**config.mk**
```make
export PLATFORM = sky130hd
export DESIGN_NAME = exp_table
export DESIGN_NICKNAME = d
export VERILOG_FILES = /design/src/rtl/mem_write_checker_pkg.sv /design/src/rtl/mem_write_checker_exp_table.sv
export SDC_FILE = /design/constraint.sdc
export NUM_CORES = 1
export LEC_CHECK = 0
export ABC_AREA = 1
export BUFFER_PORTS_ARGS = -buffer_cell sky130_fd_sc_hd__buf_2
export CAP_MARGIN = 30
export CORE_ASPECT_RATIO = 0.9
export CORE_UTILIZATION = 52
export CTS_CLUSTER_DIAMETER = 60
export DETAILED_ROUTE_END_ITERATION = 8
export GPL_TIMING_DRIVEN = 0
export PLACE_DENSITY = 0.76
export SETUP_SLACK_MARGIN = 0.2
export SLEW_MARGIN = 25
export SYNTH_ARGS = -nofsm -noshare
export SYNTH_HDL_FRONTEND = slang
export SYNTH_SLANG_ARGS = --single-unit
export TNS_END_PERCENT = 1
```
**constraint.sdc**
```tcl
create_clock -name clk -period 6.2 [get_ports clk]
set_input_delay 1.24 -clock clk [delete_from_list [all_inputs] [get_ports clk]]
set_output_delay 1.24 -clock clk [all_outputs]
set_load 0.02 [all_outputs]
```
**src/rtl/mem_write_checker_pkg.sv**
```systemverilog
// Shared types for the store-sequence checker: scalar aliases, FSM states and failure codes.
package mem_write_checker_pkg;

  typedef logic        u1;
  typedef logic [31:0] u32;

  typedef enum logic [1:0] {
    ST_IDLE = 2'd0,
    ST_RUN  = 2'd1,
    ST_PASS = 2'd2,
    ST_FAIL = 2'd3
  } state_t;

  typedef enum logic [1:0] {
    FC_NONE    = 2'd0,
    FC_ADDR    = 2'd1,
    FC_DATA    = 2'd2,
    FC_TIMEOUT = 2'd3
  } fail_code_t;

endpackage

```
**src/rtl/mem_write_checker_exp_table.sv**
```systemverilog
// Expected-write table: one synchronous write port, one asynchronous read port, no reset.
module exp_table
  import mem_write_checker_pkg::*;
#(
  parameter int ADDR_W  = 32,
  parameter int DATA_W  = 32,
  parameter int NUM_EXP = 4,
  parameter int IDX_W   = 2
) (
  input  logic              clk,
  input  logic              we,
  input  logic [IDX_W-1:0]  widx,
  input  logic [ADDR_W-1:0] waddr,
  input  logic [DATA_W-1:0] wdata,
  input  logic [IDX_W-1:0]  ridx,
  output logic [ADDR_W-1:0] raddr,
  output logic [DATA_W-1:0] rdata
);

  logic [ADDR_W-1:0] addr_mem [NUM_EXP];
  logic [DATA_W-1:0] data_mem [NUM_EXP];

  always_ff @(posedge clk) begin
    if (we && (int'(widx) < NUM_EXP)) begin
      addr_mem[widx] <= waddr;
      data_mem[widx] <= wdata;
    end
  end

  // Out-of-range reads (non-power-of-two depth) return zero.
  always_comb begin
    raddr = '0;
    rdata = '0;
    if (int'(ridx) < NUM_EXP) begin
      raddr = addr_mem[ridx];
      rdata = data_mem[ridx];
    end
  end

endmodule

```
# Word level (Yosys, flattened, before mapping)

Memories as Yosys holds them, arrays and structs flattened.
Index checks and enable logic that the tools add are counted.

Multiplexer cells: 2

Operators by type and width:

| kind              | number |
|---|---|
| two-way mux 1 bit | 2 |

Register bits after elaboration: 0
Bits in writable memories: 256
Bits of input ports: 70
Output and inout port bits: 64
Memories: 2

Memory list:

| name     | depth | bits a word | rd ports | clocked after Yosys merged registers in | wr ports | line                              | text |
|---|---|---|---|---|---|---|---|
| addr_mem | 4     | 32          | 1        | 0                                       | 1        | mem_write_checker_exp_table.sv:20 | `logic [ADDR_W-1:0] addr_mem [NUM_EXP];` |
| data_mem | 4     | 32          | 1        | 0                                       | 1        | mem_write_checker_exp_table.sv:21 | `logic [DATA_W-1:0] data_mem [NUM_EXP];` |

# Logic depth before layout (Yosys ltp)

Gate-level depths: netlist of run 1.

Depth in word-level cells: 2
Gate-level depth with buffers: 6

# Worst setup path before layout of run 1

No wires, ideal clock.

Kind: input to register
Start: input port widx[1]
End: memory addr_mem[0][0], enable pin
Arrival: 5,704 ps
Data required time: 5,635 ps
Slack: -70 ps
Stages: 1
Path through: nor3_1

RTL lines:

| element     | line                              | text |
|---|---|---|
| from (decl) | mem_write_checker_exp_table.sv:12 | `input logic [IDX_W-1:0] widx,` |
| to (decl)   | mem_write_checker_exp_table.sv:20 |  |

No word-level cell before the write port.

# Worst setup path after layout of run 1

Start: input port ridx[1]
End: output port raddr[7]

Longest elaborated chain between the ends: 1

Ends and longest elaborated chain:

| element                  | line                              | text |
|---|---|---|
| from (decl)              | mem_write_checker_exp_table.sv:15 | `input logic [IDX_W-1:0] ridx,` |
| memory read (4 x 32 bit) | n/a                               |  |
| to (decl)                | mem_write_checker_exp_table.sv:16 | `output logic [ADDR_W-1:0] raddr,` |

No other way between the ends.

==> metrics.txt, run 1 <==
initial antenna violation count 5; Crit Path Class input pin to primary output; worst path arrival time 2.49 ns; most frequent CP cell buf_2; Critical Path Start ridx[1]; largest cells by area after synthesis edfxtp_1 (71%), nand2_1 (11%), inv_1 (9.0%), nand3_1 (6.0%), buf_2 (0.98%); largest net degree at the start of global routing 15; htree depth 1; met2 WL 11.6 mm; Die W 154 um; multi-input logic area 1890 um^2; delay-heaviest family, CP buffers and inverters; Initial Util 53.5%; full die area 21300 um^2; share of cells above drive strength 1 20.3%; YS warnings 0; wire length per cell 15.6 um; post-synth top area share 71.4%; CTS tree built; remaining global-route overflow 0; nets 1275; ANT nets after route 0; met3 wire length 1.50 mm; Stages on worst setup path 6; GRT Util Overall 22.3%; Sw Share 22.2%; Starting DRT DRC Count 497; clk sinks 256; worst path buffer plus inverter count 4; vias in the first global route 7279; critical path capture point type primary output; CTS clock-pin slew for the worst setup and hold paths 0.06 ns; WL met1 9.39 mm; first-pass GRT wire length 37.0 mm; post-layout minimum cycle time 3.73 ns; CTS Buf Count 26; Worst slew margin 59.8%; height of the chip 138 um; Post-Syn Instances 1010; Final Hold Vio Count 0; Max Clock Freq 268 MHz; CP cell instances buf_2 -> inv_2 -> clkbuf_1 -> nand3_1 -> nand2_1 -> buf_2; Net Sw Power 0.885 mW; Seq pwr share 50.4%; vias per cell 4.89; Post-CTS Setup Inserts 0; Area Growth Syn to Fin 20.9%; top layer in use met5; Area after DPL 12100 um^2; dpl cells 1432; CTS hold repair buffers 0; Post-synth EDFFs 256; final WL 23.2 mm; Slowest Stage Delay on Critical Path 0.51 ns; count leader, synth nand2_1; critical path required time 4.96 ns; syn_nets 1080; IR Drop Worst-Case VDD 0.224 mV; Vias 7255; sequential fraction of the synthesis area 71.4%; Hold WC Path Type input pin to register; Non-Filler Instances 1484; post-DP HPWL 15.7 mm; RSZ-0062 raised after global routing false; Final setup viols 0; power per cell area 307 nW/um^2; Syn Area/Cell 10.7 um^2; Finished Cell Area 13000 um^2; GPL Wtd Cong 0.738; Worst-Margin Slew 0.604 ns; storage element area 7690 um^2; # Max-Cap Violations 0; Comb power frac 9.0%; # fillers 1509; I/O Buffers 133; Synth area leader edfxtp_1; FP Rows 49; CTS Buffer Depth 3; synth cell count leaders nand2_1 (320), inv_1 (259), edfxtp_1 (256); library cells used by synthesis 10; Slowest-stage cell, CP clkbuf_1; # IOs 134; Max Transition Viols Final 0; CTS resizes 0; Main synth FF type edfxtp_1; Tcrit/Tclk final 60.2%; Root Driver clkbuf_16; CORE AREA 20100 um^2; startpoint types input pin; status completed; crit-path max FO 10; drt drc 0; worst setup path endpoint raddr[7]; length of the first detailed-routing pass in iterations 5; Int Pwr 3.11 mW; synthesized area 10800 um^2; leakage 6.16 nW; clock share of power 40.6%; ys async rst share 0%; FF+latch count, synth 256
## through the flow
step	TNS [ns]	hold slack, ns	utilization (%)	worst slack (ns)	total power [mW]
floorplan	-9.89	1.34	-	-0.0699	2.26
global placement	-659.48	1.45	58.4	-3.49	2.39
detailed placement	0	1.46	60.2	2.44	2.41
CTS	0	0.912	64.7	2.41	4.02
global route	0	0.918	64.7	2.40	4.13
finish	0	0.929	64.7	2.47	4.00
## cell usage in the layout (no fill, tap or decap)
cell        synthesis  final
edfxtp_1          256    256
nor3_4              0      1
clkinv_2            0      6
clkinvlp_4          0      3
buf_8               0      2
bufinv_16           0      5
inv_2               2      2
clkbuf_1            4      5
buf_1               2      2
diode_2             0      4
nand3_1           128    128
inv_1             259    259
clkinv_1            0      6
nand2_1           320    320
nor3_2              0      3
clkbuf_16           0     27
buf_16              0      1
buf_2              21    154
buf_4              14     35
buf_6               0     10
## cell families (layout without fill, tap and decap cells)
family	Yosys count	count (layout)	synth area share (%)
other	0	4	0
and+or+nand+nor	452	452	17.3
DFF	256	256	71.4
buffers and inverters	302	517	11.3
## state kept, by name, summed over array words and instances, names as in the netlist
name      count
data_mem    128
addr_mem    128
## power groups by stage
stage               Combinational [mW]  Sequential (mW)  Clock, mW
CTS                              0.363             2.02       1.64
finish                           0.360             2.02       1.62
floorplan                        0.206             2.05          0
global placement                 0.329             2.06          0
global route                     0.397             2.02       1.71
detailed placement               0.359             2.05          0
## area by class of cell
cell class	count	area share [%]
flip-flops and latches	256	59.1
multi-input cells	452	14.5
repair buffers	167	7.63
inverters	261	7.53
clock buffers	28	5.22
well taps	255	2.45
plain buffers	41	1.79
clock inverters	20	1.73
diodes	4	0.0769
## per-layer routing
layer / GRT usage (%) / vias to the layer above
met5: 0 / -
met3: 3.98 / 57
met4: 8.63 / 2
li1: - / 3559
met1: 28.7 / 3368
met2: 37.8 / 269
## worst min path at each step
| stage | endpoint | slack, ns | startpoint | cells after the start |
|---|---|---|---|---|
| 6_report | addr_mem[3][6] | 0.93 | waddr[6] | 1 |
| 5_1_grt | data_mem[0][26] | 0.92 | wdata[26] | 1 |
| 4_1_cts | data_mem[2][31] | 0.91 | wdata[31] | 1 |
| 3_5_place_dp | data_mem[1][31] | 1.46 | wdata[31] | 1 |
| 3_3_place_gp | addr_mem[1][3] | 1.45 | waddr[3] | 1 |
| 2_1_floorplan | addr_mem[0][0] | 1.34 | waddr[0] | 0 |
Note: power is estimated with default switching activity, not from simulation.
==> run 2: changes to the inputs <==
- ABC_AREA: 1 -> 0
- CORE_UTILIZATION: 52 -> 56
- PLACE_DENSITY: 0.76 -> 0.78
- clock period: 6.2 -> 3.9 ns (I/O delays scaled with it)
==> metrics.txt, run 2 <==
full die area 17200 um^2; # IOs 134; Starting DRT DRC Count 258; Post-synth EDFFs 256; Post-CTS Setup Inserts 0; Core Util, Final 68.5%; largest cells by area after synthesis edfxtp_1 (82%), mux4_2 (14%), buf_12 (1.3%), mux4_1 (1.1%), buf_2 (0.32%); Final Power 5.80 mW; drt drc 21; Crit Path Class input pin to primary output; Syn Area/Cell 27.6 um^2; Critical Path Start ridx[1]; Slowest Stage Delay on Critical Path 0.38 ns; Max Transition Viols Final 0; library cells used by synthesis 10; htree depth 1; Post-Syn Instances 338; CTS tree built; Final setup viols 0; delay-heaviest family, CP buffers and inverters; worst path buffer plus inverter count 3; commonest non-fill, non-tap cell in the layout edfxtp_1; Final Hold Vio Count 0; post-layout minimum cycle time 2.69 ns; CTS Buf Count 25; CTS clock-pin slew for the worst setup and hold paths 0.06 ns; Slowest-stage cell, CP mux4_2; length of the first detailed-routing pass in iterations 7; sequential fraction of the synthesis area 82.3%; ys async rst share 0%; startpoint types input pin; crit-path max FO 10; Worst slew margin 60.7%; Hold WC Path Type input pin to register; CORE AREA 16200 um^2; critical path required time 3.12 ns; CTS resizes 0; leakage 3.81 nW; first-pass GRT wire length 24.8 mm; count leader, synth edfxtp_1; GPL Wtd Cong 0.697; violated checks design-rule violations; Worst-Margin Slew 0.590 ns; worst hold start waddr[22]; IR Drop Worst-Case VDD 0.324 mV; post-place setup slack 1.19 ns; worst path arrival time 1.91 ns; CTS Buffer Depth 3; critical path capture point type primary output; # Max-Cap Violations 0; CTS hold repair buffers 0; height of the chip 125 um; top flop regs addr_mem: 128 flops, data_mem: 128 flops; CP cell instances clkbuf_2 -> buf_2 -> mux4_2 -> buf_2; clk sinks 256; Root Driver clkbuf_16; final WL 15.9 mm; Final WS setup 1.21 ns; synthesized area 9340 um^2; largest net degree at the start of global routing 36; Initial Util 57.5%; syn_nets 408; Die W 138 um; Area Growth Syn to Fin 19.1%; Synth area leader edfxtp_1; power per cell area 521 nW/um^2; most frequent cells in the layout edfxtp_1 (256), buf_2 (137), mux4_2 (60); GRT Util Overall 19.3%; final hold slack 0.487 ns; nets 574; synth cell count leaders edfxtp_1 (256), mux4_2 (60), buf_12 (6), buf_2 (6), mux4_1 (4); post-synth top area share 82.3%; post-DP HPWL 9.79 mm; Max Clock Freq 371 MHz; ANT nets after route 0; initial antenna violation count 1; share of cells above drive strength 1 47.9%; diodes inserted 0; YS warnings 0; RSZ-0062 raised after global routing false; vias per cell 5.71; status finished with violations; Main synth FF type edfxtp_1; Tcrit/Tclk final 69.1%; vias in the first global route 4518; Vias 4149; FF+latch count, synth 256; most frequent CP cell buf_2; wire length per cell 21.8 um; remaining global-route overflow 0; FP Rows 44; I/O Buffers 131; setup TNS 0 ns
## run 2: changes by cell type after synthesis, sizes merged
cell	delta
nand2	-320
inv	-261
nand3	-128
mux4	+64
buf	-24
nor3	-4
clkbuf	-3
and3b	+2
and3	+1
nor3b	+1
## run 2: path summary, 6_finish.rpt
| check | cells after the start | end | slack [ns] |
|---|---|---|---|
| worst max-delay path | 4 | raddr[24] | 1.21 |
| worst min-delay path | 1 | addr_mem[1][22] | 0.49 |
## run 2: kinds of logic after synthesis
kind of cell | share of synthesized area (%)
buf+inv | 1.78
mux | 15.6
flops | 82.3
simple gates | 0.335
## run 2: final cells by class
class	count	area, um^2
buffer	14	166
fill	989	5110
timing repair buffer	139	776
multi-input combinational	68	1510
sequential	256	7690
tap	207	259
clock inverter	13	85.1
clock buffer	30	644
## run 2: per-stage QoR
stage	area [um^2]	cells
detailed placement	10400	684
floorplan	9350	338
global route	11100	727
global placement	10300	676
CTS	11100	727
finish	11100	727
## run 2: power by group
| group | total [mW] | internal (mW) | switching [mW] | leakage, nW |
|---|---|---|---|---|
| registers | 3.20 | 3.17 | 0.0300 | 2.35 |
| logic | 0.441 | 0.190 | 0.251 | 1.11 |
| clock network | 2.15 | 1.23 | 0.922 | 0.357 |
## run 2: metal layers
metal  vias to the layer above  wire [um]  global-route usage (%)
met1                      2132       6360                    25.3
met5                         -         13                       0
li1                       1828          -                       -
met4                         2        296                    5.35
met2                       157       7940                    32.3
met3                        30       1280                    5.27
